<file path="src/rtl/pipe_main_control.sv">
// pipe_main_control: pipelined main decoder. Decodes the ID opcode and
// carries the control word through ID/EX, EX/MEM and MEM/WB. It also handles
// load-use interlock, redirect flush and memory-busy freeze.
module pipe_main_control #(
    parameter int OPW  = 5,
    parameter int ALUW = 5,
    parameter int REGW = 5,
    parameter int SCW  = 8
) (
    input  logic            clk,
    input  logic            reset_n,
    input  logic            id_valid,
    input  logic [OPW-1:0]  id_opcode,
    input  logic [REGW-1:0] id_rs1,
    input  logic [REGW-1:0] id_rs2,
    input  logic            id_rs1_en,
    input  logic            id_rs2_en,
    input  logic [REGW-1:0] id_rd,
    input  logic            ex_redirect,
    input  logic            mem_busy,
    output logic            id_jump,
    output logic            id_illegal,
    output logic            stall_if_id,
    output logic            flush_if_id,
    output logic            ex_valid,
    output logic            ex_alusrc,
    output logic            ex_regdst,
    output logic            ex_branch,
    output logic            ex_jump,
    output logic [ALUW-1:0] ex_aluctrl,
    output logic [REGW-1:0] ex_rd,
    output logic [REGW-1:0] mem_rd,
    output logic [REGW-1:0] wb_rd,
    output logic            mem_valid,
    output logic            mem_memread,
    output logic            mem_memwrite,
    output logic            mem_ldrstr,
    output logic            wb_valid,
    output logic            wb_regwrite,
    output logic            wb_memtoreg,
    output logic            illegal_flag,
    output logic [SCW-1:0]  stall_count
);

    typedef struct packed {
        logic regwrite;
        logic memtoreg;
        logic memread;
        logic memwrite;
        logic ldrstr;
        logic alusrc;
        logic regdst;
        logic branch;
        logic jump;
    } ctrl_t;

    localparam ctrl_t CTRL_NONE = '{default: 1'b0};

    // Control word for a legal 5-bit opcode; the 11xxx space yields all zeros.
    function automatic ctrl_t decode_op(input logic [4:0] op);
        ctrl_t c;
        c = CTRL_NONE;
        case (op) inside
            [5'd0:5'd3]:  begin c.regwrite = 1'b1; c.alusrc = 1'b1; end
            [5'd4:5'd14]: c.regwrite = 1'b1;
            5'd15:        c = CTRL_NONE;
            5'd16, 5'd17: c.jump = 1'b1;
            5'd18:        begin c.jump = 1'b1; c.regwrite = 1'b1; end
            5'd19:        begin c.regwrite = 1'b1; c.memtoreg = 1'b1; c.memread = 1'b1; c.alusrc = 1'b1; end
            5'd20:        begin c.regwrite = 1'b1; c.memtoreg = 1'b1; c.memread = 1'b1; c.ldrstr = 1'b1; end
            5'd21:        begin c.memwrite = 1'b1; c.alusrc = 1'b1; c.regdst = 1'b1; end
            5'd22:        begin c.memwrite = 1'b1; c.ldrstr = 1'b1; c.regdst = 1'b1; end
            5'd23:        c.branch = 1'b1;
            default:      c = CTRL_NONE;
        endcase
        return c;
    endfunction

    // ID/EX state
    logic            ex_valid_r;
    ctrl_t           ex_ctrl_r;
    logic [ALUW-1:0] ex_aluctrl_r;
    logic [REGW-1:0] ex_rd_r;
    // EX/MEM state
    logic            mem_valid_r, mem_regwrite_r, mem_memtoreg_r;
    logic            mem_memread_r, mem_memwrite_r, mem_ldrstr_r;
    logic [REGW-1:0] mem_rd_r;
    // MEM/WB state
    logic            wb_valid_r, wb_regwrite_r, wb_memtoreg_r;
    logic [REGW-1:0] wb_rd_r;
    // Status
    logic            illegal_flag_r;
    logic [SCW-1:0]  stall_count_r;

    // Combinational decode and hazard terms
    logic            id_hi_s;
    logic            id_illegal_s;
    ctrl_t           id_ctrl_s;
    logic [ALUW-1:0] id_aluctrl_s;
    logic            load_use_s;
    logic            idex_bubble_s;
    logic            stall_s;
    logic            flush_s;

    // Opcode bits above bit 4 only exist for wide opcodes.
    if (OPW > 5) begin : g_hi
        assign id_hi_s = |id_opcode[OPW-1:5];
    end else begin : g_nohi
        assign id_hi_s = 1'b0;
    end

    // The ALU control field is the opcode, zero-extended or truncated.
    if (ALUW <= OPW) begin : g_alu_trunc
        assign id_aluctrl_s = id_opcode[ALUW-1:0];
    end else begin : g_alu_ext
        assign id_aluctrl_s = {{(ALUW-OPW){1'b0}}, id_opcode};
    end

    // Decode the ID opcode; illegal opcodes carry no control bits.
    always_comb begin
        id_illegal_s = id_hi_s | (id_opcode[4:3] == 2'b11);
        id_ctrl_s    = CTRL_NONE;
        if (id_illegal_s) begin
            id_ctrl_s = CTRL_NONE;
        end else begin
            id_ctrl_s = decode_op(id_opcode[4:0]);
        end
    end

    // Hazard detection and pipeline steering. Priority: busy > redirect > load-use.
    always_comb begin
        load_use_s    = 1'b0;
        stall_s       = 1'b0;
        flush_s       = 1'b0;
        idex_bubble_s = 1'b0;
        if (id_valid && ex_valid_r && ex_ctrl_r.memread &&
            ((id_rs1_en && (id_rs1 == ex_rd_r)) || (id_rs2_en && (id_rs2 == ex_rd_r)))) begin
            load_use_s = 1'b1;
        end else begin
            load_use_s = 1'b0;
        end
        if (mem_busy) begin
            stall_s = 1'b1;
        end else if (ex_redirect) begin
            flush_s       = 1'b1;
            idex_bubble_s = 1'b1;
        end else if (load_use_s) begin
            stall_s       = 1'b1;
            idex_bubble_s = 1'b1;
        end else begin
            idex_bubble_s = ~id_valid | id_illegal_s;
        end
    end

    // ID/EX register: loads decoded control or a bubble, holds while memory is busy.
    always_ff @(posedge clk or negedge reset_n) begin
        if (!reset_n) begin
            ex_valid_r   <= 1'b0;
            ex_ctrl_r    <= CTRL_NONE;
            ex_aluctrl_r <= {ALUW{1'b0}};
            ex_rd_r      <= {REGW{1'b0}};
        end else if (!mem_busy) begin
            if (idex_bubble_s) begin
                ex_valid_r   <= 1'b0;
                ex_ctrl_r    <= CTRL_NONE;
                ex_aluctrl_r <= {ALUW{1'b0}};
                ex_rd_r      <= {REGW{1'b0}};
            end else begin
                ex_valid_r   <= 1'b1;
                ex_ctrl_r    <= id_ctrl_s;
                ex_aluctrl_r <= id_aluctrl_s;
                ex_rd_r      <= id_rd;
            end
        end
    end

    // EX/MEM register: memory and writeback bits plus rd from ID/EX.
    always_ff @(posedge clk or negedge reset_n) begin
        if (!reset_n) begin
            mem_valid_r    <= 1'b0;
            mem_regwrite_r <= 1'b0;
            mem_memtoreg_r <= 1'b0;
            mem_memread_r  <= 1'b0;
            mem_memwrite_r <= 1'b0;
            mem_ldrstr_r   <= 1'b0;
            mem_rd_r       <= {REGW{1'b0}};
        end else if (!mem_busy) begin
            mem_valid_r    <= ex_valid_r;
            mem_regwrite_r <= ex_ctrl_r.regwrite;
            mem_memtoreg_r <= ex_ctrl_r.memtoreg;
            mem_memread_r  <= ex_ctrl_r.memread;
            mem_memwrite_r <= ex_ctrl_r.memwrite;
            mem_ldrstr_r   <= ex_ctrl_r.ldrstr;
            mem_rd_r       <= ex_rd_r;
        end
    end

    // MEM/WB register: writeback bits plus rd from EX/MEM.
    always_ff @(posedge clk or negedge reset_n) begin
        if (!reset_n) begin
            wb_valid_r    <= 1'b0;
            wb_regwrite_r <= 1'b0;
            wb_memtoreg_r <= 1'b0;
            wb_rd_r       <= {REGW{1'b0}};
        end else if (!mem_busy) begin
            wb_valid_r    <= mem_valid_r;
            wb_regwrite_r <= mem_regwrite_r;
            wb_memtoreg_r <= mem_memtoreg_r;
            wb_rd_r       <= mem_rd_r;
        end
    end

    // Sticky illegal flag, set when an illegal opcode would have entered EX.
    always_ff @(posedge clk or negedge reset_n) begin
        if (!reset_n) begin
            illegal_flag_r <= 1'b0;
        end else if (!mem_busy && !ex_redirect && !load_use_s && id_valid && id_illegal_s) begin
            illegal_flag_r <= 1'b1;
        end
    end

    // Saturating count of cycles spent in a load-use stall.
    always_ff @(posedge clk or negedge reset_n) begin
        if (!reset_n) begin
            stall_count_r <= {SCW{1'b0}};
        end else if (!mem_busy && !ex_redirect && load_use_s &&
                     (stall_count_r != {SCW{1'b1}})) begin
            stall_count_r <= stall_count_r + {{(SCW-1){1'b0}}, 1'b1};
        end
    end

    assign id_jump      = id_ctrl_s.jump;
    assign id_illegal   = id_illegal_s;
    assign stall_if_id  = stall_s;
    assign flush_if_id  = flush_s;
    assign ex_valid     = ex_valid_r;
    assign ex_alusrc    = ex_ctrl_r.alusrc;
    assign ex_regdst    = ex_ctrl_r.regdst;
    assign ex_branch    = ex_ctrl_r.branch;
    assign ex_jump      = ex_ctrl_r.jump;
    assign ex_aluctrl   = ex_aluctrl_r;
    assign ex_rd        = ex_rd_r;
    assign mem_rd       = mem_rd_r;
    assign wb_rd        = wb_rd_r;
    assign mem_valid    = mem_valid_r;
    assign mem_memread  = mem_memread_r;
    assign mem_memwrite = mem_memwrite_r;
    assign mem_ldrstr   = mem_ldrstr_r;
    assign wb_valid     = wb_valid_r;
    assign wb_regwrite  = wb_regwrite_r;
    assign wb_memtoreg  = wb_memtoreg_r;
    assign illegal_flag = illegal_flag_r;
    assign stall_count  = stall_count_r;

endmodule
</file>
<file path="config.mk">
export PLATFORM = sky130hd
export DESIGN_NAME = pipe_main_control
export DESIGN_NICKNAME = d
export VERILOG_FILES = /design/src/rtl/pipe_main_control.sv
export SDC_FILE = /design/constraint.sdc
export NUM_CORES = 1
export LEC_CHECK = 0
export CORE_MARGIN = 3
export CORE_UTILIZATION = 45
export DETAILED_ROUTE_END_ITERATION = 12
export HOLD_SLACK_MARGIN = 0.1
export PLACE_DENSITY = 0.91
export SYNTH_ARGS = -nofsm -noshare
export SYNTH_HDL_FRONTEND = slang
export SYNTH_SLANG_ARGS = --single-unit
</file>
<file path="constraint.sdc">
create_clock -name clk -period 2.9 [get_ports clk]
set_input_delay 0.87 -clock clk [delete_from_list [all_inputs] [get_ports clk]]
set_output_delay 0.87 -clock clk [all_outputs]
set_load 0.05 [all_outputs]
</file>
==> results.toml <==
[cts]
cts_buffers = 5
path_clk_slew_ps = 80
cts_sinks = 45
cts_tree = "built"
hold_buffers = 0
worst_skew_pair.late_latency_ps = 290
htree_num_levels = 2
ctsRootBufferMaster = "clkbuf_8"
cts_buffer_depth = 2

[floorplan]
dieWidth_um = 73.5
rows = 23
ios = 72
core_area_um2 = 4200
die_area_um2 = 5410
initial_core_util = 0.489
die_h_um = 73.5

[synth]
synth.cell_area_um2 = 2050
synth-seq-cells = 45
yosysTopAreaCell = "dfrtp_1"
yosysUniqueCellTypes = 30
async_reset_ff_frac = 1.00
seq_area_frac_synth = 0.548
syn_avg_cell_area_um2 = 12.4
synthCells = 165
ys_top_cells_by_area = "dfrtp_1, mux2_2, xnor2_1"
synth_top_area_frac = 0.548
netlist_top_cells_count = "dfrtp_1, mux2_2, xnor2_1, a22o_1, nor2_1"
synth_flop_cell = "dfrtp_1"
syn_nets = 193
yosysMostFrequentCell = "dfrtp_1"
synth_edf_count = 0
yosysWarnings = 0

[route]
vias = 1625
drc = 0
routed_wl_mm = 4.90
final_antenna_net_count = 0
dr.pass1.iters = 4
post_drt_wl_per_cell_um = 16.2
drt_iter0_drc = 100
viasPerCell = 5.38

[power_and_ir_drop]
combPwrFrac = 0.219
power_uw = 1470
seq_power_share = 0.461
peakVddDrop_mv = 0.368
p_int_uw = 1050
clockPowerShare = 0.320
powerDensity_nw_per_um2 = 470
switchingPower_uw = 423
leakagePower_uw = 0.00137
switching_share = 0.287

[critical_path]
reg2reg_from = "ex_rd[1]"
timing.rr.end = "ex_rd[3]"
worstRegToRegCells = 7
critPathCaptureType = "output port"
r2r_slack_ps = 840
slowest_delay_ps = 300
startpoint_type = "primary input"
slowest_stage = "nor4_4"
required_ps = 2030
worstPathArrival_ps = 1960
path_cells = "clkdlybuf4s15_1, xor2_2, nor4_4, nor2_2, o21bai_4, buf_12"
crit_type = "in -> out"
crit_path_max_fanout = 2

[sta]
finalCriticalPeriod_ps = 2830
finalHoldViolCount = 0
final.period_utilization = 0.977
setup_slack_ps = 67.4
timing.fmax_mhz = 353
setup_viol = 0
tightest_slew_ps = 620
max-slew-margin-rel = 0.584
rsz0062_at_grt = "false"
slew_viol_final = 0
clock_skew_ps = 3.45

[grt]
grt_usage = 0.191
grt_pass1_vias = 1624
grt_pass1_wl_mm = 7.91
grt_overflow = 0
grt_max_degree = 46
antenna_found_initial = 0

[hold_path]
hold_class = "reg -> reg"
min_to = "illegal_flag"
hold_path_depth = 1
worstHoldStart = "illegal_flag"

[run]
drv_cap = 0

[final_layout]
drive_above_1_share = 0.282
fin_util = 0.745
nets = 279
diodes = 0
fin_area_um2 = 3130
stdcell_count = 302
syn_to_final_growth_pct = 52.4

[placement]
dp_slack_ps = -251
numPlacedInstances = 292
numPortBuffers = 71
dp_hpwl_mm = 3.47
gp_congestion = 0.839
placed_area_um2 = 2940

[outcome]
outcome = "finished, final reports clean"
## critical path, delay by kind of cell
family,cells,cell delay [ps]
AND/OR/NAND/NOR,2,390
buffers and inverters,2,350
XOR/XNOR,1,190
AO/OA/AOI/OAI,1,150
## per-layer routing
layer,GRT usage,part of all wire,vias to the layer above
met4,0.0503,0.014,0
met5,0,0,-
met1,0.260,0.43,799
met3,0.0465,0.051,6
met2,0.305,0.50,52
li1,-,-,768
## kinds of logic (layout without fill, tap and decap cells)
| family | after synthesis | in the layout | share of synthesized area |
|---|---|---|---|
| AOI/OAI and AO/OA | 36 | 36 | 0.133 |
| xor gates and xnor gates | 18 | 18 | 0.0768 |
| adders and majority gates | 1 | 1 | 0.00609 |
| buffers and inverters | 9 | 96 | 0.0165 |
| DFF | 45 | 45 | 0.548 |
| muxes | 19 | 19 | 0.106 |
| and+or+nand+nor | 37 | 37 | 0.113 |
## through the flow
stage | setup TNS [ps] | hold WS [ps]
floorplan | -74.2 | 475
CTS | -19.0 | 490
global placement | -217 | 438
detailed placement | -251 | 457
finish | 0 | 493
global route | 0 | 500
## power groups by stage
| stage | clock, uW | combinational (uW) | sequential [uW] |
|---|---|---|---|
| final | 470 | 322 | 679 |
| after global routing | 508 | 339 | 683 |
| after CTS | 481 | 322 | 679 |
| after detailed placement | 0 | 318 | 690 |
| after global placement | 0 | 315 | 688 |
| after floorplan | 0 | 84.2 | 781 |
## final cells by class
| type | count | area (um2) |
|---|---|---|
| well taps | 50 | 62.6 |
| inverters | 2 | 7.51 |
| repair buffers | 86 | 856 |
| fillers | 285 | 1070 |
| flip-flops and latches | 45 | 1130 |
| clock buffers | 5 | 68.8 |
| multi-input cells | 111 | 962 |
| clock inverters | 3 | 46.3 |
## registers in the layout (all words and copies together), names as in the netlist
name / cells
ex_aluctrl: 5
ex_alusrc: 1
ex_branch: 1
ex_ctrl_r: 4
ex_jump: 1
ex_rd: 5
ex_valid: 1
illegal_flag: 1
mem_ldrstr: 1
mem_memtoreg_r: 1
mem_memwrite: 1
mem_rd: 5
mem_regwrite_r: 1
mem_valid: 1
stall_count: 8
wb_memtoreg: 1
wb_rd: 5
wb_regwrite: 1
wb_valid: 1
## worst max path at each step
stage | start | to | slack (ps) | cells after the start
final | id_rs1[0] | stall_if_id | 70 | 6
after global routing | id_rs1[0] | stall_if_id | 20 | 6
after CTS | id_rs1[3] | stall_if_id | -20 | 7
after detailed placement | id_rs1[4] | stall_if_id | -250 | 7
after global placement | id_rs1[4] | stall_if_id | -220 | 7
after floorplan | id_rs1[0] | stall_if_id | -70 | 4
## cells in the final DEF, fill, tap and decap left out, drive strengths merged, types with 2 or more instances in the layout
cell type | netlist | routed
mux2 | 19 | 19
buf | 0 | 26
xnor2 | 14 | 14
xor2 | 4 | 4
nor4 | 3 | 3
nor2b | 2 | 2
a21o | 2 | 2
o21ai | 10 | 10
a22o | 14 | 14
o211ai | 2 | 2
nor3 | 4 | 4
clkdlybuf4s15 | 0 | 2
dfrtp | 45 | 45
clkdlybuf4s50 | 0 | 53
nand4 | 2 | 2
clkbuf | 7 | 6
inv | 2 | 2
nor2 | 11 | 11
dlygate4sd2 | 0 | 4
a32o | 3 | 3
nand3 | 5 | 5
nand2 | 9 | 9
## what timing repair did
item,4_1_cts,5_1_grt
pin swaps,12,5
buffers inserted,2,0
gates resized for setup,41,7
endpoints found under the setup margin,1,3
Note: power is estimated with default switching activity, not from simulation.
